### config.mk
export PLATFORM = sky130hd
export DESIGN_NAME = tabla_puntuaciones
export DESIGN_NICKNAME = d
export VERILOG_FILES = /design/src/rtl/tabla_puntuaciones.sv
export SDC_FILE = /design/constraint.sdc
export NUM_CORES = 1
export LEC_CHECK = 0
export CAP_MARGIN = 15
export CORE_UTILIZATION = 55
export DETAILED_ROUTE_END_ITERATION = 10
export PLACE_DENSITY = 0.75
export SYNTH_ARGS = -nofsm -noshare
export SYNTH_HDL_FRONTEND = slang
export SYNTH_SLANG_ARGS = --single-unit
### constraint.sdc
create_clock -name clk -period 5.1 [get_ports clk]
set_input_delay 0.51 -clock clk [delete_from_list [all_inputs] [get_ports clk]]
set_output_delay 0.51 -clock clk [all_outputs]
set_load 0.02 [all_outputs]
### src/rtl/tabla_puntuaciones.sv
// Purpose : high-score table kept sorted non-increasing, plus an attract-mode display
//           that blinks between the live score and one table rank per display period.
// Latency : score landing at rank p is written PROFUNDIDAD-p cycles after guardar;
//           display output is registered (1 cycle).
// Backpressure: none queued; guardar is ignored while ocupado is high.
// Ports:
//   clk, reset          clock and synchronous active-high reset
//   enable              display time-base strobe
//   standBy             1 = table display (attract), 0 = live score shown
//   guardar             one-cycle commit of puntuacionEntrada into the table
//   puntuacionEntrada   live score
//   puntuacionSalida    registered score for the display
//   indiceSalida        registered rank currently displayed
//   ocupado             high for every cycle an insertion is in progress
//   nuevoRecord         one-cycle pulse when a committed score took rank 0
module tabla_puntuaciones #(
  parameter int ANCHO       = 13,
  parameter int PROFUNDIDAD = 4,
  parameter int PERIODO     = 256
) (
  input  logic                           clk,
  input  logic                           reset,
  input  logic                           enable,
  input  logic                           standBy,
  input  logic                           guardar,
  input  logic [ANCHO-1:0]               puntuacionEntrada,
  output logic [ANCHO-1:0]               puntuacionSalida,
  output logic [$clog2(PROFUNDIDAD)-1:0] indiceSalida,
  output logic                           ocupado,
  output logic                           nuevoRecord
);

  localparam int IW = $clog2(PROFUNDIDAD);
  localparam int CW = $clog2(PERIODO);
  localparam logic [IW-1:0] ULTIMO     = IW'(PROFUNDIDAD - 1);
  localparam logic [CW-1:0] CUENTA_MAX = CW'(PERIODO - 1);
  localparam logic [CW-1:0] MITAD      = CW'(PERIODO / 2);

  typedef enum logic {REPOSO, INSERTA} estado_t;

  estado_t          estado;
  logic [ANCHO-1:0] tabla [PROFUNDIDAD];
  logic [ANCHO-1:0] candidato;
  logic [IW-1:0]    i;
  logic [IW-1:0]    iPrevio;
  logic [CW-1:0]    contador;

  assign iPrevio = i - IW'(1);

  // Insertion walks the candidate upward from the last rank, shifting each
  // smaller entry down by one per cycle (one-pass insertion sort step).
  // Strict '>' keeps a tied candidate below the existing equal entries.
  always_ff @(posedge clk) begin
    if (reset) begin
      estado      <= REPOSO;
      ocupado     <= 1'b0;
      nuevoRecord <= 1'b0;
      candidato   <= '0;
      i           <= '0;
      for (int k = 0; k < PROFUNDIDAD; k++) begin
        tabla[k] <= '0;
      end
    end else begin
      nuevoRecord <= 1'b0;
      case (estado)
        REPOSO: begin
          // Scores not beating the last rank are dropped without entering INSERTA.
          if (guardar && (puntuacionEntrada > tabla[PROFUNDIDAD-1])) begin
            candidato <= puntuacionEntrada;
            i         <= ULTIMO;
            estado    <= INSERTA;
            ocupado   <= 1'b1;
          end
        end
        INSERTA: begin
          if ((i != '0) && (candidato > tabla[iPrevio])) begin
            tabla[i] <= tabla[iPrevio];
            i        <= iPrevio;
          end else begin
            tabla[i]    <= candidato;
            estado      <= REPOSO;
            ocupado     <= 1'b0;
            nuevoRecord <= (i == '0);
          end
        end
        default: begin
          estado  <= REPOSO;
          ocupado <= 1'b0;
        end
      endcase
    end
  end

  // Display: each table rank is held for PERIODO enable ticks; the first half
  // of the period shows the live score, the second half the table entry.
  // The table is read as registered, so an entry mid-shift shows its old value.
  always_ff @(posedge clk) begin
    if (reset) begin
      contador         <= '0;
      indiceSalida     <= '0;
      puntuacionSalida <= '0;
    end else if (!standBy) begin
      contador         <= '0;
      indiceSalida     <= '0;
      puntuacionSalida <= puntuacionEntrada;
    end else begin
      if (enable) begin
        if (contador == CUENTA_MAX) begin
          contador     <= '0;
          indiceSalida <= (indiceSalida == ULTIMO) ? '0 : indiceSalida + IW'(1);
        end else begin
          contador <= contador + CW'(1);
        end
      end
      puntuacionSalida <= (contador >= MITAD) ? tabla[indiceSalida] : puntuacionEntrada;
    end
  end

endmodule

==> summary.md, run 1 <==
| Metric | Value |
|---|---|
| Status | finished clean |
| Number of global-route vias before repair | 3443 |
| Fmax | 248.6 MHz |
| Kind of critical path | reg -> reg |
| First-pass GRT wire length | 17890 µm |
| Syn. warnings | 0 |
| Post-CTS Setup Bufs | 0 |
| TritonCTS clock tree | built |
| Post-Syn Area | 4876 µm² |
| Leading cell type in the layout, fill and taps excluded | nor2_1 |
| Post-DR vias/cell | 6.087 |
| Clock transition at path regs | 0.09 ns |
| Pleak | 2.021 nW |
| Setup TNS Final | 0 ns |
| Tot GR Track Use | 0.2685 |
| Top-Level Pins | 35 |
| Initial core utilization | 0.5817 |
| H-tree depth | 3 |
| Hold_ws | 0.5165 ns |
| Worst Clk Skew | 0.01531 ns |
| Reg-to-reg slack, setup | 1.08 ns |
| RSZ-0062 raised after global routing | no |
| TritonRoute pass-1 iters | 5 |
| Root buffer cell | clkbuf_8 |
| Worst slew pin tran | 1.147 ns |
| Row cnt | 33 |
| # resized after CTS | 0 |
| Area Overhead vs Synth | 12.83% |
| Worst setup margin | 1.077 ns |
| WP data arrival | 4.12 ns |
| Post-DRT Antenna Nets | 0 |
| Largest net degree at the start of global routing | 37 |
| Final GP Congestion | 0.8807 |
| Overflow left after global routing | 0 |
| Utilization of the core after routing | 0.6564 |
| Fin crit share | 0.7888 |
| Place WS | 1.120 ns |
| Clock latency on the worst-skew pair | 0.37 ns |
| Hold Vio Cnt, Final | 0 |
| Number of port buffers | 34 |
| Worst Path Max Fanout | 14 |
| Die Width | 96.16 µm |
| Longest Clk Path Bufs | 2 |
| # setup viols final | 0 |
| Seq/Total Area, Yosys | 0.4968 |
| Post-layout min period | 4.023 ns |
| DRT iter0 DRCs | 255 |
| Cell count after synthesis | 447 |
| Hpwl dp | 8121 µm |
| Drt drc | 0 |
| Placed insts | 569 |
| Die area | 9246 µm² |
| Via count | 3561 |
| Crit path cell chain | inv_1 -> ha_1 -> mux4_2 -> inv_1 -> ha_1 -> nand4_1 -> nor3_2 -> o31ai_1 -> a221oi_4 -> buf_4 -> mux2i_1 -> nor2_1 |
| Fin area | 5502 µm² |
| Post-Route WL | 11510 µm |
| Slowest cell delay on critical path | 0.69 ns |
| Crit end category | register |
| Most frequent cells in the layout | nor2_1 (70), edfxtp_1 (52), dfxtp_1 (43) |
| DIE HEIGHT | 96.16 µm |
| Final Max Slew Viols | 0 |
| Worst EP required | 5.19 ns |
| Nets | 523 |
| Final total power | 1.667 mW |
| Non-filler cells, final | 585 |
| Flops & latches, synth | 95 |
| WL per Instance | 19.67 µm |
| Slew Limit Headroom | 0.2356 |
| Max IR drop VDD | 0.1884 mV |
| CTS Buf Count | 9 |
| Placed Area | 5299 µm² |
| Sink Count | 95 |
| GR peak layer | met2 |
| Grt met3 use | 0.04976 |
| Critical path's slowest cell | ha_1 |
| N_diodes | 0 |
| Antenna violations before repair | 0 |
| Core area | 8382 µm² |
| Met2 usage | 0.4261 |
| Yosys cell types | 36 |
| M1 GR Usage | 0.3745 |
| Power density cells | 303.0 nW/µm² |
| Class of the worst hold path | reg -> reg |
| Layout cell share with drive strength beyond 1 | 0.1083 |
| Crit start category | register |
| Post-synth net total | 495 |
| Max-Cap Viols | 0 |
| Syn avg cell area | 10.91 µm² |
| Cts hold-fix bufs | 0 |
[cells by family (layout without fill, tap and decap cells)]
group           Yosys count  count (layout)  synth area share
compound gates           70              70           0.08571
xor+xnor                  7               7           0.01257
fa+ha+maj                30              30           0.07698
buf+inv                  55              88           0.04465
flops                    95              95            0.4968
mux                      41              41            0.1509
simple gates            149             149            0.1324
[power by group]
part,switching (mW),internal [mW]
clock,0.277,0.244
combinational,0.161,0.120
sequential,0.0252,0.840
[critical path: cells and delay by family (launching register included)]
family          cells  cell delay [ns]
mux                 2             0.76
buf+inv             3             0.47
simple gates        3             0.52
fa+ha+maj           2             1.01
compound gates      2             0.58
flops               1             0.40
[synth_stat cells]
master	n	area (µm²)
nor3_2	1	10.01
or3_1	3	18.77
a211oi_1	1	7.510
mux4_2	26	585.6
a211o_1	1	8.760
a21o_1	2	15.01
and2_1	2	12.51
clkbuf_1	18	67.56
o21ba_2	1	10.01
xnor2_1	3	26.28
a21oi_1	37	185.2
xor2_1	4	35.03
nor2_1	70	262.8
mux2i_1	15	150.1
and4_1	2	17.52
ha_1	30	375.4
o21ai_0	16	80.08
nand2b_1	6	37.54
nor3_1	2	10.01
nand2_1	37	138.9
o31a_1	2	17.52
dfxtp_1	43	860.8
buf_2	3	15.01
nor2b_1	1	6.260
a31oi_1	2	12.51
o21bai_1	2	15.01
buf_6	1	11.26
nand4_1	4	25.02
o31ai_1	1	7.510
inv_1	33	123.9
and3_1	1	6.260
edfxtp_1	52	1562
a221oi_1	2	17.52
nand3_1	20	100.1
a21boi_0	2	15.01
a221oi_4	1	26.28
[worst paths after layout]
kind / startpoint / end / cells past startpoint
min: candidato[0]$_SDFFE_PP0P_ / candidato[0]$_SDFFE_PP0P_ / 2
max: i[1]$_SDFFE_PP0P_ / tabla[1][9]$_SDFFCE_PN0P_ / 12
min reg2reg: candidato[0]$_SDFFE_PP0P_ / candidato[0]$_SDFFE_PP0P_ / 2
max reg2reg: i[1]$_SDFFE_PP0P_ / tabla[1][9]$_SDFFCE_PN0P_ / 12
[layer usage]
layer / vias up / share of wire
met5: - / 0
met4: 0 / 0.013
met3: 15 / 0.082
met2: 175 / 0.46
met1: 1721 / 0.45
li1: 1650 / -
[registers in the layout, summed over array words and instances (netlist names), named ones only]
register          flops
ocupado               1
tabla                52
estado                1
i                     2
indiceSalida          2
puntuacionSalida     13
candidato            13
contador              8
nuevoRecord           1
[layout make-up]
| cell class | instances | area, µm² |
|---|---|---|
| flip-flops and latches | 95 | 2422 |
| multi-input cells | 297 | 2243 |
| inverters | 33 | 123.9 |
| well taps | 105 | 131.4 |
| fillers | 653 | 2880 |
| clock inverters | 6 | 65.06 |
| repair buffers | 39 | 377.9 |
| clock buffers | 10 | 137.6 |
Power figures use the tool's default switching activity.
==> inputs of run 2 (changes only) <==
Settings changed: CORE_UTILIZATION 55 to 53, PLACE_DENSITY 0.75 to 0.76.
Clock period 5.1 ns to 3.7 ns, I/O delays scaled along.
==> run 2 against run 1 <==
Effect of this change:
- the flow now finishes with violations (DRC)
- wire length up 1.2%
- utilization down 2.9 points
- fmax up 14%
- critical path depth up 1
- clock power up 20%
- die area up 3.7%
- sequential share of layout area down 0.19 points
- first-iteration DRC count up 25%
- via count up 1.8%
- critical path type unchanged
==> summary.md, run 2 (synthesis results as in run 1) <==
| Metric | Value |
|---|---|
| Most frequent cells in the layout | nor2_1 (70), edfxtp_1 (52), dfxtp_1 (43) |
| Class of the worst hold path | reg -> reg |
| Sequential power share | 0.538 |
| Post-Route WL | 11650 µm |
| WP data arrival | 3.63 ns |
| Max-Cap Viols | 0 |
| Hpwl dp | 8260 µm |
| Worst Path Max Fanout | 8 |
| Initial core utilization | 0.5537 |
| Final Max Slew Viols | 0 |
| Max IR drop VDD | 0.1813 mV |
| DIE HEIGHT | 97.92 µm |
| Sink Count | 95 |
| First-pass GRT wire length | 18560 µm |
| # setup viols final | 0 |
| Fin crit share | 0.9533 |
| Switch Pwr | 638.0 µW |
| Number of port buffers | 34 |
| Number of global-route vias before repair | 3554 |
| Fmax | 283.5 MHz |
| Crit end category | register |
| Worst slew pin tran | 0.9180 ns |
| Kind of critical path | reg -> reg |
| DRT iter0 DRCs | 318 |
| Power density cells | 401.0 nW/µm² |
| Crit start category | register |
| N_diodes | 0 |
| H-tree depth | 3 |
| Slowest cell delay on critical path | 0.42 ns |
| Failing checks | DRC |
| Pleak | 2.039 nW |
| Reg2Reg Depth | 13 |
| Clock transition at path regs | 0.09 ns |
| Largest net degree at the start of global routing | 36 |
| RSZ-0062 raised after global routing | no |
| Hold path depth | 2 |
| Critical path's slowest cell | mux2i_1 |
| Post-DRT Antenna Nets | 0 |
| Clock latency on the worst-skew pair | 0.37 ns |
| Worst Clk Skew | 0.01198 ns |
| Nets | 530 |
| Post-CTS Setup Bufs | 0 |
| Clock share of power | 0.282 |
| Via count | 3624 |
| Final GP Congestion | 0.8671 |
| Overflow left after global routing | 0 |
| Crit path cell chain | inv_1 -> ha_1 -> buf_4 -> mux4_2 -> inv_1 -> ha_1 -> nand4_1 -> nor3_2 -> o31ai_1 -> a221oi_4 -> buf_4 -> mux2i_1 -> nor2_1 |
| Net Sw Frac | 0.2880 |
| Layout cell share with drive strength beyond 1 | 0.1191 |
| Biggest register | tabla |
| Row cnt | 34 |
| Multi-input gate area | 2243 µm² |
| Status | complete, but fails checks |
| Setup TNS Final | 0 ns |
| Slew Limit Headroom | 0.3876 |
| Die Width | 97.92 µm |
| Utilization of the core after routing | 0.6275 |
| Drt drc | 6 |
| CTS Buf Count | 9 |
| Post-DR vias/cell | 6.091 |
| Cts hold-fix bufs | 0 |
| Max reg flops | 52 |
| Die area | 9587 µm² |
| Antenna violations before repair | 0 |
| WL per Instance | 19.58 µm |
| Post-layout min period | 3.527 ns |
| Reg area | 2422 µm² |
| Hold Vio Cnt, Final | 0 |
| TritonCTS clock tree | built |
| Logic pwr share | 0.180 |
| Fillcell total | 694 |
| Worst EP required | 3.81 ns |
| Internal power | 1.578 mW |
| Area Overhead vs Synth | 13.32% |
| Placed insts | 579 |
| Longest Clk Path Bufs | 2 |
| Top-Level Pins | 35 |
| Root buffer cell | clkbuf_8 |
| Core area | 8806 µm² |
| Tot GR Track Use | 0.2554 |
| TritonRoute pass-1 iters | 8 |
| Leading cell type in the layout, fill and taps excluded | nor2_1 |
| Non-filler cells, final | 595 |
| Biggest regs | tabla (52), candidato (13), puntuacionSalida (13) |
| # resized after CTS | 0 |
-- run 2: stage by stage --
stage	power [mW]	worst slack (ns)	hold slack [ns]	cell area, µm²
6_report	2.216	0.1727	0.5183	5525
5_1_grt	2.304	0.04958	0.5392	5525
4_1_cts	2.217	0.2156	0.5139	5525
3_5_place_dp	1.608	0.2175	0.4968	5355
3_3_place_gp	1.591	0.3847	0.4875	5355
2_1_floorplan	1.472	0.0003781	0.4661	4882
-- run 2: path summary, 6_finish.rpt --
| kind | startpoint | to | slack, ns |
|---|---|---|---|
| setup / recovery | i[1]$_SDFFE_PP0P_ | tabla[1][10]$_SDFFCE_PN0P_ | 0.17 |
| setup reg to reg | i[1]$_SDFFE_PP0P_ | tabla[1][10]$_SDFFCE_PN0P_ | 0.17 |
| hold / removal | ocupado$_SDFFE_PP0P_ | ocupado$_SDFFE_PP0P_ | 0.52 |
| hold reg to reg | ocupado$_SDFFE_PP0P_ | ocupado$_SDFFE_PP0P_ | 0.52 |
-- run 2: worst max-delay path: cells and delay by family (launching register included) --
family / cells / cell delay, ns
AO/OA/AOI/OAI: 2 / 0.48
AND/OR/NAND/NOR: 3 / 0.55
flip-flops: 1 / 0.40
buffers and inverters: 4 / 0.55
multiplexers: 2 / 0.67
adder cells (fa/ha/maj): 2 / 0.63
-- run 2: final cells by class --
cell class                 instances  area share
clock buffer                       9     0.02242
clock inverter                     7    0.008379
inverter                          33     0.02242
multi-input combinational        297      0.4060
sequential                        95      0.4384
tap                              108     0.02446
timing repair buffer              46     0.07790
-- run 2: layer usage --
metal  up-vias  routed length [µm]  global-route usage
met1      1752                4941              0.3557
met2       183                5466              0.3954
met5         -                   0                   0
li1       1661                   -                   -
met3        28                 954             0.04223
met4         0                 286              0.1142
-- run 2: power by group through the flow --
| stage | clock (mW) | combinational [mW] | sequential (mW) |
|---|---|---|---|
| finish | 0.624 | 0.399 | 1.19 |
| global route | 0.674 | 0.432 | 1.20 |
| CTS | 0.630 | 0.395 | 1.19 |
| detailed placement | 0 | 0.393 | 1.22 |
| global placement | 0 | 0.380 | 1.21 |
| floorplan | 0 | 0.261 | 1.21 |
==> inputs of run 3 (changes only) <==
Settings changed: CORE_UTILIZATION 53 to 55, CTS_BUF_LIST set to sky130_fd_sc_hd__clkbuf_16, PLACE_DENSITY 0.76 to 0.75.
Clock period 3.7 ns to 4.3 ns, I/O delays scaled along.
==> run 3 against run 2 <==
Effect of this change:
- the flow now finishes without violations
- flip-flop and latch count unchanged
- cell count down 1.3%
- sequential share of layout area fell by 0.60 points
- clock skew hardly changed
- total power down 4.9%
- largest power group unchanged
- highest routed layer unchanged
==> summary.md, run 3 (synthesis results as in run 1) <==
| Metric | Value |
|---|---|
| Hpwl dp | 8074 µm |
| Post-DR vias/cell | 6.157 |
| Drt drc | 0 |
| Worst setup margin | 0.3371 ns |
| DIE HEIGHT | 96.16 µm |
| First-pass GRT wire length | 18260 µm |
| Internal power | 1.537 mW |
| Switch Pwr | 570.2 µW |
| Nets | 525 |
| Number of global-route vias before repair | 3458 |
| Power density cells | 376.2 nW/µm² |
| Cts hold-fix bufs | 0 |
| Core area | 8382 µm² |
| Pleak | 2.058 nW |
| Clock transition at path regs | 0.06 ns |
| RSZ-0062 raised after global routing | no |
| Initial core utilization | 0.5817 |
| Longest Clk Path Bufs | 2 |
| Kind of critical path | reg -> reg |
| Clock share of power | 0.350 |
| WP data arrival | 4.03 ns |
| Fmax | 252.3 MHz |
| Sink Count | 95 |
| Post-CTS Setup Bufs | 0 |
| Hold Vio Cnt, Final | 0 |
| Family with the most delay on the worst path | adder cells |
| Placed insts | 571 |
| Status | finished clean |
| # resized after CTS | 0 |
| Final Max Slew Viols | 0 |
| Clock latency on the worst-skew pair | 0.34 ns |
| Root buffer cell | clkbuf_16 |
| Max-Cap Viols | 0 |
| Max reg flops | 52 |
| Top-Level Pins | 35 |
| Most frequent cells in the layout | nor2_1 (70), edfxtp_1 (52), dfxtp_1 (43) |
| Post-layout min period | 3.963 ns |
| Row cnt | 33 |
| Area Overhead vs Synth | 14.88% |
| Post-DRT Antenna Nets | 0 |
| DRT iter0 DRCs | 341 |
| Crit path cell chain | inv_1 -> ha_1 -> mux4_2 -> inv_1 -> ha_1 -> nand4_1 -> nor3_2 -> o31ai_1 -> a221oi_4 -> buf_12 -> mux2i_1 -> nor2_1 |
| Logic pwr share | 0.162 |
| Sequential power share | 0.488 |
| Die Width | 96.16 µm |
| Slew Limit Headroom | 0.2388 |
| Worst Path Max Fanout | 12 |
| Antenna violations before repair | 0 |
| Final GP Congestion | 0.8264 |
| Buf/Inv on CP | 3 |
| Leading cell type in the layout, fill and taps excluded | nor2_1 |
| Class of the worst hold path | reg -> reg |
| Post-Route WL | 11770 µm |
| Max IR drop VDD | 0.2760 mV |
| Tot GR Track Use | 0.2771 |
| Number of port buffers | 34 |
| Biggest regs | tabla (52), candidato (13), puntuacionSalida (13) |
| Non-filler cells, final | 587 |
| H-tree depth | 3 |
| Fin crit share | 0.9216 |
| Die area | 9246 µm² |
| Overflow left after global routing | 0 |
| Place WS | 0.4080 ns |
| N_diodes | 0 |
| Layout cell share with drive strength beyond 1 | 0.1100 |
| Via count | 3614 |
| Worst EP required | 4.37 ns |
| Worst Clk Skew | 0.01227 ns |
| TritonCTS clock tree | built |
| # setup viols final | 0 |
| TritonRoute pass-1 iters | 5 |
| Crit end category | register |
| Crit start category | register |
| Biggest register | tabla |
| Worst slew pin tran | 1.142 ns |
| Net Sw Frac | 0.2706 |
| Largest net degree at the start of global routing | 36 |
| CTS Buf Count | 9 |
| Slowest cell delay on critical path | 0.69 ns |
| WL per Instance | 20.05 µm |
| Setup TNS Final | 0 ns |
| Critical path's slowest cell | ha_1 |
## run 3: cell count changes in the layout (fill, tap and decap cells not counted), sizes merged
cell	previous run	this run
inv	38	35
clkinvlp	1	2
buf	12	7
clkinv	1	3
## run 3: cell type report
cell class / count / area (µm²)
Fill cell: 649 / 2780
Sequential cell: 95 / 2422
Multi-Input combinational cell: 297 / 2243
Timing Repair Buffer: 41 / 405.4
Clock buffer: 9 / 225.2
Tap cell: 105 / 131.4
Inverter: 33 / 123.9
Clock inverter: 7 / 50.05
## run 3: power by group through the flow
| stage | Clock [mW] | Sequential (mW) | Combinational [mW] |
|---|---|---|---|
| floorplan | 0 | 1.04 | 0.223 |
| global placement | 0 | 1.04 | 0.325 |
| detailed placement | 0 | 1.05 | 0.334 |
| CTS | 0.746 | 1.03 | 0.339 |
| global route | 0.784 | 1.03 | 0.374 |
| finish | 0.738 | 1.03 | 0.341 |
## run 3: path summary, 6_finish.rpt
check,from,end,slack (ns),cells past startpoint
worst min-delay path,ocupado$_SDFFE_PP0P_,ocupado$_SDFFE_PP0P_,0.52,2
worst max register to register,i[1]$_SDFFE_PP0P_,tabla[0][5]$_SDFFCE_PN0P_,0.34,12
worst max-delay path,i[1]$_SDFFE_PP0P_,tabla[0][5]$_SDFFCE_PN0P_,0.34,12
worst min register to register,ocupado$_SDFFE_PP0P_,ocupado$_SDFFE_PP0P_,0.52,2
## run 3: metal layers
metal | track usage | routed length (µm) | vias to the layer above
met5 | 0 | 0 | -
met4 | 0.08333 | 134 | 0
met3 | 0.05055 | 976 | 14
met2 | 0.4397 | 5604 | 173
met1 | 0.3878 | 5055 | 1764
li1 | - | - | 1663
## run 3: through the flow
step           cell area (µm²)  total power, mW  hold WS, ns  utilization
2_1_floorplan             4876            1.265       0.4661            -
3_3_place_gp              5326            1.368       0.5001       0.6355
3_5_place_dp              5326            1.379       0.5064       0.6355
4_1_cts                   5602            2.111       0.5189       0.6683
5_1_grt                   5602            2.189       0.5516       0.6683
6_report                  5602            2.107       0.5191       0.6683
## run 3: worst min-delay path, cell delays in order (launching register included)
cell	delay [ns]
dfxtp_1	0.31
a21oi_1	0.11
nor3_1	0.05
